## src/rtl/lb_event_counters_if.sv

```systemverilog
// Local Bus write/read channel bundle shared by a bus master and a register block.
// The master drives the address/data/strobes; the slave returns acknowledges and read data.
interface lb_event_counters_if #(
  parameter int ADDR_W = 16,
  parameter int DATA_W = 32,
  parameter int STRB_W = DATA_W / 8
);
  logic [ADDR_W-1:0] lb_waddr;
  logic [DATA_W-1:0] lb_wdata;
  logic              lb_wen;
  logic [STRB_W-1:0] lb_wstrb;
  logic              lb_wready;
  logic [ADDR_W-1:0] lb_raddr;
  logic              lb_ren;
  logic [DATA_W-1:0] lb_rdata;
  logic              lb_rvalid;

  modport master (
    output lb_waddr, lb_wdata, lb_wen, lb_wstrb, lb_raddr, lb_ren,
    input  lb_wready, lb_rdata, lb_rvalid
  );

  modport slave (
    input  lb_waddr, lb_wdata, lb_wen, lb_wstrb, lb_raddr, lb_ren,
    output lb_wready, lb_rdata, lb_rvalid
  );
endinterface

```

## src/rtl/lb_event_counters.sv

```systemverilog
// Bank of N_CH event counters plus a CTRL register on the Local Bus, with wrap or
// saturate mode, optional read-to-clear, sticky W1C overflow flags and a maskable irq.
module lb_event_counters #(
  parameter int ADDR_W = 16,
  parameter int DATA_W = 32,
  parameter int STRB_W = DATA_W / 8,
  parameter int N_CH   = 4,
  parameter int CNT_W  = 12,
  parameter int SAT    = 0,
  parameter int RC     = 0,
  parameter int BASE   = 0
) (
  input  logic                   clk,
  input  logic                   rst,
  lb_event_counters_if.slave     lb,
  input  logic [N_CH-1:0]        cnt_inc,
  input  logic [N_CH-1:0]        cnt_upd,
  input  logic [N_CH*CNT_W-1:0]  cnt_new,
  output logic [N_CH*CNT_W-1:0]  cnt_val,
  output logic [N_CH-1:0]        cnt_ovf,
  output logic                   irq
);

  localparam logic [CNT_W-1:0]  CNT_MAX   = {CNT_W{1'b1}};
  localparam logic [ADDR_W-1:0] CTRL_ADDR = ADDR_W'(BASE + N_CH * STRB_W);

  function automatic logic [ADDR_W-1:0] ch_addr(input int idx);
    return ADDR_W'(BASE + idx * STRB_W);
  endfunction

  logic [N_CH-1:0][CNT_W-1:0] r_cnt;
  logic [N_CH-1:0]            r_ovf;
  logic [N_CH-1:0]            r_inc_en;
  logic [N_CH-1:0]            r_irq_en;
  logic                       r_wready;
  logic                       r_rvalid;
  logic [DATA_W-1:0]          r_rdata;
  logic                       r_irq;

  logic [N_CH-1:0][CNT_W-1:0] w_cnt_nxt;
  logic [N_CH-1:0]            w_ovf_nxt;
  logic [N_CH-1:0]            w_inc_en_nxt;
  logic [N_CH-1:0]            w_irq_en_nxt;
  logic [N_CH-1:0]            w_wr_ch;
  logic [N_CH-1:0]            w_rd_ch;
  logic [N_CH-1:0]            w_inc_eff;
  logic [N_CH-1:0]            w_ovf_evt;
  logic                       w_wr_ctrl;
  logic                       w_rd_ctrl;
  logic [DATA_W-1:0]          w_bit_en;
  logic [DATA_W-1:0]          w_rdata;

  for (genvar b = 0; b < DATA_W; b++) begin : g_bit_en
    assign w_bit_en[b] = lb.lb_wstrb[b/8];
  end

  assign w_inc_eff = cnt_inc & r_inc_en;
  assign w_wr_ctrl = lb.lb_wen && (lb.lb_waddr == CTRL_ADDR);
  assign w_rd_ctrl = lb.lb_ren && (lb.lb_raddr == CTRL_ADDR);

  // Per-channel address decode for writes and reads.
  always_comb begin
    w_wr_ch = '0;
    w_rd_ch = '0;
    for (int i = 0; i < N_CH; i++) begin
      w_wr_ch[i] = lb.lb_wen && (lb.lb_waddr == ch_addr(i));
      w_rd_ch[i] = lb.lb_ren && (lb.lb_raddr == ch_addr(i));
    end
  end

  // Counter/overflow next state: upd > RC clear > increment, then strobed bus lanes on top.
  always_comb begin
    w_cnt_nxt = r_cnt;
    w_ovf_nxt = r_ovf;
    w_ovf_evt = '0;
    for (int i = 0; i < N_CH; i++) begin
      if (cnt_upd[i]) begin
        w_cnt_nxt[i] = cnt_new[i*CNT_W +: CNT_W];
      end else if (w_rd_ch[i] && (RC != 0)) begin
        w_cnt_nxt[i] = CNT_W'(w_inc_eff[i]);
        w_ovf_nxt[i] = 1'b0;
      end else if (w_inc_eff[i]) begin
        if (r_cnt[i] == CNT_MAX) begin
          w_ovf_evt[i] = 1'b1;
          w_cnt_nxt[i] = (SAT != 0) ? CNT_MAX : {CNT_W{1'b0}};
        end else begin
          w_cnt_nxt[i] = r_cnt[i] + CNT_W'(1);
        end
      end else begin
        w_cnt_nxt[i] = r_cnt[i];
      end
      if (w_wr_ch[i]) begin
        w_cnt_nxt[i] = (w_cnt_nxt[i] & ~w_bit_en[CNT_W-1:0])
                     | (lb.lb_wdata[CNT_W-1:0] & w_bit_en[CNT_W-1:0]);
      end else begin
        w_cnt_nxt[i] = w_cnt_nxt[i];
      end
      // W1C is applied before the overflow event so a simultaneous set wins.
      if (w_wr_ch[i] && w_bit_en[DATA_W-1] && lb.lb_wdata[DATA_W-1]) begin
        w_ovf_nxt[i] = 1'b0;
      end else begin
        w_ovf_nxt[i] = w_ovf_nxt[i];
      end
      if (w_ovf_evt[i]) begin
        w_ovf_nxt[i] = 1'b1;
      end else begin
        w_ovf_nxt[i] = w_ovf_nxt[i];
      end
    end
  end

  // CTRL next state with byte-lane masking.
  always_comb begin
    if (w_wr_ctrl) begin
      w_inc_en_nxt = (r_inc_en & ~w_bit_en[N_CH-1:0]) | (lb.lb_wdata[N_CH-1:0] & w_bit_en[N_CH-1:0]);
      w_irq_en_nxt = (r_irq_en & ~w_bit_en[16+N_CH-1:16])
                   | (lb.lb_wdata[16+N_CH-1:16] & w_bit_en[16+N_CH-1:16]);
    end else begin
      w_inc_en_nxt = r_inc_en;
      w_irq_en_nxt = r_irq_en;
    end
  end

  // Read data mux; unmapped addresses return zero.
  always_comb begin
    w_rdata = '0;
    for (int i = 0; i < N_CH; i++) begin
      if (w_rd_ch[i]) begin
        w_rdata[CNT_W-1:0] = r_cnt[i];
        w_rdata[DATA_W-1]  = r_ovf[i];
      end else begin
        w_rdata = w_rdata;
      end
    end
    if (w_rd_ctrl) begin
      w_rdata[N_CH-1:0]       = r_inc_en;
      w_rdata[16+N_CH-1:16]   = r_irq_en;
    end else begin
      w_rdata = w_rdata;
    end
  end

  // State registers, handshakes and interrupt.
  always_ff @(posedge clk) begin
    if (!rst) begin
      r_cnt    <= '0;
      r_ovf    <= '0;
      r_inc_en <= '1;
      r_irq_en <= '0;
      r_wready <= 1'b0;
      r_rvalid <= 1'b0;
      r_rdata  <= '0;
      r_irq    <= 1'b0;
    end else begin
      r_cnt    <= w_cnt_nxt;
      r_ovf    <= w_ovf_nxt;
      r_inc_en <= w_inc_en_nxt;
      r_irq_en <= w_irq_en_nxt;
      r_wready <= lb.lb_wen;
      r_rvalid <= lb.lb_ren;
      r_rdata  <= lb.lb_ren ? w_rdata : r_rdata;
      r_irq    <= |(r_ovf & r_irq_en);
    end
  end

  assign lb.lb_wready = r_wready;
  assign lb.lb_rvalid = r_rvalid;
  assign lb.lb_rdata  = r_rdata;
  assign cnt_val      = r_cnt;
  assign cnt_ovf      = r_ovf;
  assign irq          = r_irq;

endmodule
```

## src/flat_wrapper.sv

```systemverilog
// flat-port wrapper written by rule: the top's interface ports become plain ports
module lb_event_counters_flat 
#(
  parameter int ADDR_W = 16,
  parameter int DATA_W = 32,
  parameter int STRB_W = DATA_W / 8,
  parameter int N_CH   = 4,
  parameter int CNT_W  = 12,
  parameter int SAT    = 0,
  parameter int RC     = 0,
  parameter int BASE   = 0
)
  (clk, rst, cnt_inc, cnt_upd, cnt_new, cnt_val, cnt_ovf, irq, lb_lb_waddr, lb_lb_wdata, lb_lb_wen, lb_lb_wstrb, lb_lb_raddr, lb_lb_ren, lb_lb_wready, lb_lb_rdata, lb_lb_rvalid);
  lb_event_counters_if #(.ADDR_W(ADDR_W), .DATA_W(DATA_W), .STRB_W(STRB_W)) lb_i ();
  input  logic clk;
  input  logic rst;
  input  logic [N_CH-1:0] cnt_inc;
  input  logic [N_CH-1:0] cnt_upd;
  input  logic [N_CH*CNT_W-1:0] cnt_new;
  output logic [N_CH*CNT_W-1:0] cnt_val;
  output logic [N_CH-1:0] cnt_ovf;
  output logic irq;
  input wire logic [$bits(lb_i.lb_waddr)-1:0] lb_lb_waddr;
  input wire logic [$bits(lb_i.lb_wdata)-1:0] lb_lb_wdata;
  input wire logic [$bits(lb_i.lb_wen)-1:0] lb_lb_wen;
  input wire logic [$bits(lb_i.lb_wstrb)-1:0] lb_lb_wstrb;
  input wire logic [$bits(lb_i.lb_raddr)-1:0] lb_lb_raddr;
  input wire logic [$bits(lb_i.lb_ren)-1:0] lb_lb_ren;
  output wire logic [$bits(lb_i.lb_wready)-1:0] lb_lb_wready;
  output wire logic [$bits(lb_i.lb_rdata)-1:0] lb_lb_rdata;
  output wire logic [$bits(lb_i.lb_rvalid)-1:0] lb_lb_rvalid;
  assign lb_i.lb_waddr = lb_lb_waddr;
  assign lb_i.lb_wdata = lb_lb_wdata;
  assign lb_i.lb_wen = lb_lb_wen;
  assign lb_i.lb_wstrb = lb_lb_wstrb;
  assign lb_i.lb_raddr = lb_lb_raddr;
  assign lb_i.lb_ren = lb_lb_ren;
  assign lb_lb_wready = lb_i.lb_wready;
  assign lb_lb_rdata = lb_i.lb_rdata;
  assign lb_lb_rvalid = lb_i.lb_rvalid;
  lb_event_counters #(.ADDR_W(ADDR_W), .DATA_W(DATA_W), .STRB_W(STRB_W), .N_CH(N_CH), .CNT_W(CNT_W), .SAT(SAT), .RC(RC), .BASE(BASE)) u_core (.clk(clk), .rst(rst), .lb(lb_i), .cnt_inc(cnt_inc), .cnt_upd(cnt_upd), .cnt_new(cnt_new), .cnt_val(cnt_val), .cnt_ovf(cnt_ovf), .irq(irq));
endmodule
```

## config.mk

```make
export PLATFORM = sky130hd
export DESIGN_NAME = lb_event_counters_flat
export DESIGN_NICKNAME = d
export VERILOG_FILES = /design/src/rtl/lb_event_counters_if.sv /design/src/rtl/lb_event_counters.sv /design/src/flat_wrapper.sv
export SDC_FILE = /design/constraint.sdc
export NUM_CORES = 1
export LEC_CHECK = 0
export CAP_MARGIN = 20
export CORE_MARGIN = 2
export CORE_UTILIZATION = 40
export DETAILED_ROUTE_END_ITERATION = 7
export HOLD_SLACK_MARGIN = 0.02
export PLACE_DENSITY = 0.77
export RECOVER_POWER = 50
export REMOVE_ABC_BUFFERS = 1
export SLEW_MARGIN = 10
export SYNTH_ARGS = -nofsm -noshare
export SYNTH_HDL_FRONTEND = slang
export SYNTH_SLANG_ARGS = --single-unit
```

## constraint.sdc

```tcl
create_clock -name clk -period 2.09 [get_ports clk]
set_input_delay 0.209 -clock clk [delete_from_list [all_inputs] [get_ports clk]]
set_output_delay 0.209 -clock clk [all_outputs]
set_load 0.03 [all_outputs]
```

==> out/metrics.sh <==
WORSTSETUPSTARTPOINTTYPE='flip-flop'
MAX_CAP_VIOL_COUNT=0
SYNTH_ENABLE_FLOP_CELLS=0
FINALNONFILLERCELLS=990
DRC_ERRORS=0
CTS_MAX_LEVEL=3
SYNTH_AREA_PER_CELL_UM2=8.04
MIN-DELAY-PATH-CLASS='flip-flop to flip-flop'
FINALSETUPVIOLCOUNT=0
FF_LATCH_AREA_UM2=1600
FINALHOLDVIOLATIONS=0
INITIAL_CORE_UTIL_PCT=40.8
ANTENNADIODECOUNT=0
PORT_BUFFERS=184
CRIT_ARRIVAL_NS=2.14
CRIT_PATH_CELL_TRACE='nand4_1 > nor3_2 > a21oi_1 > a311o_1 > a311oi_1'
POSTROUTEANTENNANETS=0
CTS_HOLD_BUFFERS=0
CLKTRANSATPATHREGS_NS=0.07
PERIOD_SHARE_PCT=91.2
CTS_INSERTED_BUFFERS=9
REGTOREGENDPOINT='u_core.cnt_val[35]'
GRT_START_MAX_NET_PINS=26
CRIT_SLOWEST_CELL='dfxtp_1'
WIRELENGTH_MM=19.3
VIA_PER_INST=5.88
WORST_HOLD_STARTPOINT='u_core.lb.lb_rdata[9]'
NETLIST_TOP_CELLS_AREA='dfxtp_1 33%, nand2_1 6.0%, o21ai_0 5.0%'
CLK_ROOT_BUFFER_CELL='clkbuf_16'
SLEW_VIOL_FINAL=0
IRDROPWORSTVDD_uV=339
WORST_CLOCK_SKEW_NS=0.0122
AREAGROWTHSYNTHTOFINISH_PCT=54.5
WORST-R2R-SETUP-SLACK_NS=0.18
FILLER_CELL_COUNT=1017
POSTSYNTH.TOPFLOPCELL='dfxtp_1'
PLACE_CONGESTION=0.996
HOLD_SLACK_NS=0.451
PLACEMENTROWS=40
CLOCK_TREE.BUFFER_DEPTH=2
CRIT_TYPE='flip-flop to flip-flop'
POWER-PER-CELL-AREA_nW_PER_UM2=588
SYNTH_TOP_AREA_SHARE_PCT=32.7
SYNTH_CELL_TYPES=57
WORST_HOLD_PATH.ENDPOINT='u_core.lb.lb_rdata[9]'
DP_HPWL_MM=14.9
DESIGN.PORTCOUNT=215
LAYOUT.CELL_AREA.NON_FILLER_UM2=7570
DP_SLACK_NS=-0.223
YS_SEQ_ELEMENTS=80
DIE_HEIGHT_UM=115
SYNTHARSTFLOPSHARE_PCT=0
DIE_X_UM=115
PLACEMENT.CELL_AREA_UM2=7250
CTS_TREE='built'
NUMBER_OF_WARNINGS_ISSUED_BY_YOSYS=0
FP.DIEAREA_UM2=13200
FINAL.MIN_CLOCK_PERIOD_NS=1.91
MULTI_INPUT_COMB_AREA_UM2=3080
SYNTH_SEQUENTIAL_AREA_RATIO_PCT=32.7
VIAS_IN_THE_FIRST_GLOBAL_ROUTE=5577
SYNTHESIS.AREA_UM2=4900
SYNTH_CELLS=610
GRT_SETUP_UNREPAIRED='no'
MAXIMUM_FANOUT_COUNT_ALONG_THE_CRITICAL_PATH=6
GRT_ANTENNA_BEFORE_REPAIR=0
REGTOREGSTARTPOINT='u_core.cnt_val[29]'
YOSYS.AREA.TOP_TYPE='dfxtp_1'
LAYOUT-DRIVE-GT1-SHARE_PCT=11.5
TIMING.CRITICAL_PATH.MAX_DELAY_FAMILY='compound AO/OA/AOI/OAI gates'
WL_PER_INSTANCE_UM=19.5
CORE-AREA_UM2=12000
VIAS=5823
FINISH.NET_COUNT=970
WORSTSKEWPAIRLATENCY_NS=0.35
FINAL_CORE_UTIL_PCT=63.1
WORST-ENDPOINT-REQUIRED_NS=2.33
PLACED_CELLS=974
CLOCK.FMAX_GHz=0.525
SETUP.WORST_PATH.END_CLASS='flip-flop'
SETUP_WS_NS=0.184
CRITICAL_PATH.N_BUFFERS_INVERTERS=0
GRT.TOTAL_USAGE_PCT=28.5
LEAKAGEPOWER_nW=3.05
SINK_COUNT_OF_THE_CLOCK_TREE=80
R2R.WORST_PATH.CELLS=5
WORST_SLEW_PIN_SLEW_NS=0.705
FIRST_ITER_VIOLATIONS=595
GRT_PASS1_WL_MM=28.8
MAXSLEWHEADROOM_PCT=53.0
NETLIST_TOP_CELLS_COUNT='80 x dfxtp_1, 78 x nand2_1, 49 x o21ai_0'
RUN_STATUS='finished, final reports clean'
WORST_HOLD_PATH_DEPTH=2
DRTPASS1ITERATIONS=6
TIMING.CRITICAL_PATH.SLOWEST_CELL_DELAY_NS=0.45
MOST_FREQUENTLY_USED_CELL_TYPE_IN_THE_POST_SYNTHESIS_NETLIST='dfxtp_1'
GRT-OVFL-TOTAL=0
==> worst max-delay path by stage <==
stage / start / end / slack, ns / cells after the start
3_5_place_dp: lb_lb_waddr[6] / flip-flop / -0.22 / 7
2_1_floorplan: u_core.cnt_val[12] / u_core.cnt_val[15] / 0.003 / 6
6_report: u_core.cnt_val[29] / u_core.cnt_val[35] / 0.18 / 5
3_3_place_gp: lb_lb_waddr[6] / flip-flop / -0.16 / 7
5_1_grt: lb_lb_wen / u_core.cnt_val[33] / 0.03 / 8
4_1_cts: lb_lb_waddr[6] / flip-flop / 0.12 / 7
==> layer usage <==
layer	vias to the layer above	GRT usage [%]	wire [um]
met5	-	0	0
met4	0	10.5	553
met3	48	5.72	1890
met2	352	47.2	9000
met1	2722	36.9	7870
li1	2701	-	-
==> layout make-up <==
type / count / share of cell area (%)
flip-flops and latches: 80 / 21.1
multi-input cells: 486 / 40.6
clock inverters: 5 / 1.14
repair buffers: 249 / 30.7
clock buffers: 11 / 3.34
well taps: 147 / 2.43
inverters: 12 / 0.595
==> flip-flops by register name, indices dropped and copies added, names as in the netlist, named ones only <==
| register | count |
|---|---|
| u_core.irq | 1 |
| u_core.lb.lb_wready | 1 |
| u_core.lb.lb_rvalid | 1 |
| u_core.cnt_ovf | 4 |
| u_core.lb.lb_rdata | 17 |
| u_core.cnt_val | 48 |
==> cell families after synthesis <==
group                      after synthesis  share of synthesized area (%)
DFF                                     80                           32.7
and+or+nand+nor                        239                           26.2
buffers and inverters                   58                           5.72
muxes                                   28                           6.10
AOI/OAI and AO/OA                      163                           21.6
xor gates and xnor gates                37                           6.61
other                                    1                         0.0765
adders and majority gates                4                           1.02
==> layout by cell type, fill, tap and decap left out, types with 3 or more instances in the layout <==
cell             instances
nand3_1                 26
o21ai_0                 49
nor3_1                  12
mux2i_1                 22
nor2b_1                  4
dlygate4sd3_1           70
clkbuf_16                9
a21oi_1                 28
a31oi_1                  8
ha_1                     4
a211oi_1                 3
o22ai_1                 13
nand2b_1                18
nand2_1                 78
a222oi_1                 7
o31ai_1                  6
o2111ai_1               10
or3_1                    3
nand4_1                 15
clkdlybuf4s50_1        114
a221oi_1                 3
xnor2_1                 16
a22oi_1                 15
and4_1                   5
conb_1                  15
mux2_2                   5
dfxtp_1                 80
clkbuf_1                 4
o211ai_1                 9
nor2_1                  37
xor2_1                  21
o211a_1                  5
buf_4                   60
nor4_1                  18
inv_1                   12
==> worst min-delay path, cell delays in order (launching register included) <==
cell	delay [ns]
dfxtp_1	0.32
nand2_1	0.05
o31ai_1	0.05
==> where the power goes <==
part	switching (W)	total, W	internal, W
Combinational	0.000532	0.000996	0.000463
Sequential	0.0000798	0.00167	0.00159
Clock	0.000672	0.00179	0.00112
==> through the flow <==
step	TNS [ns]	total power (W)
2_1_floorplan	0	0.00211
3_3_place_gp	-1.38	0.00269
3_5_place_dp	-4.39	0.00271
4_1_cts	0	0.00447
5_1_grt	0	0.00458
6_report	0	0.00446
==> timing repair <==
| action | in CTS | in global routing |
|---|---|---|
| resized for setup | 0 | 2 |
| setup buffers | 0 | 0 |
| endpoints found under the setup margin | 0 | 5 |
No activity file was read; power rests on OpenSTA's default activity.
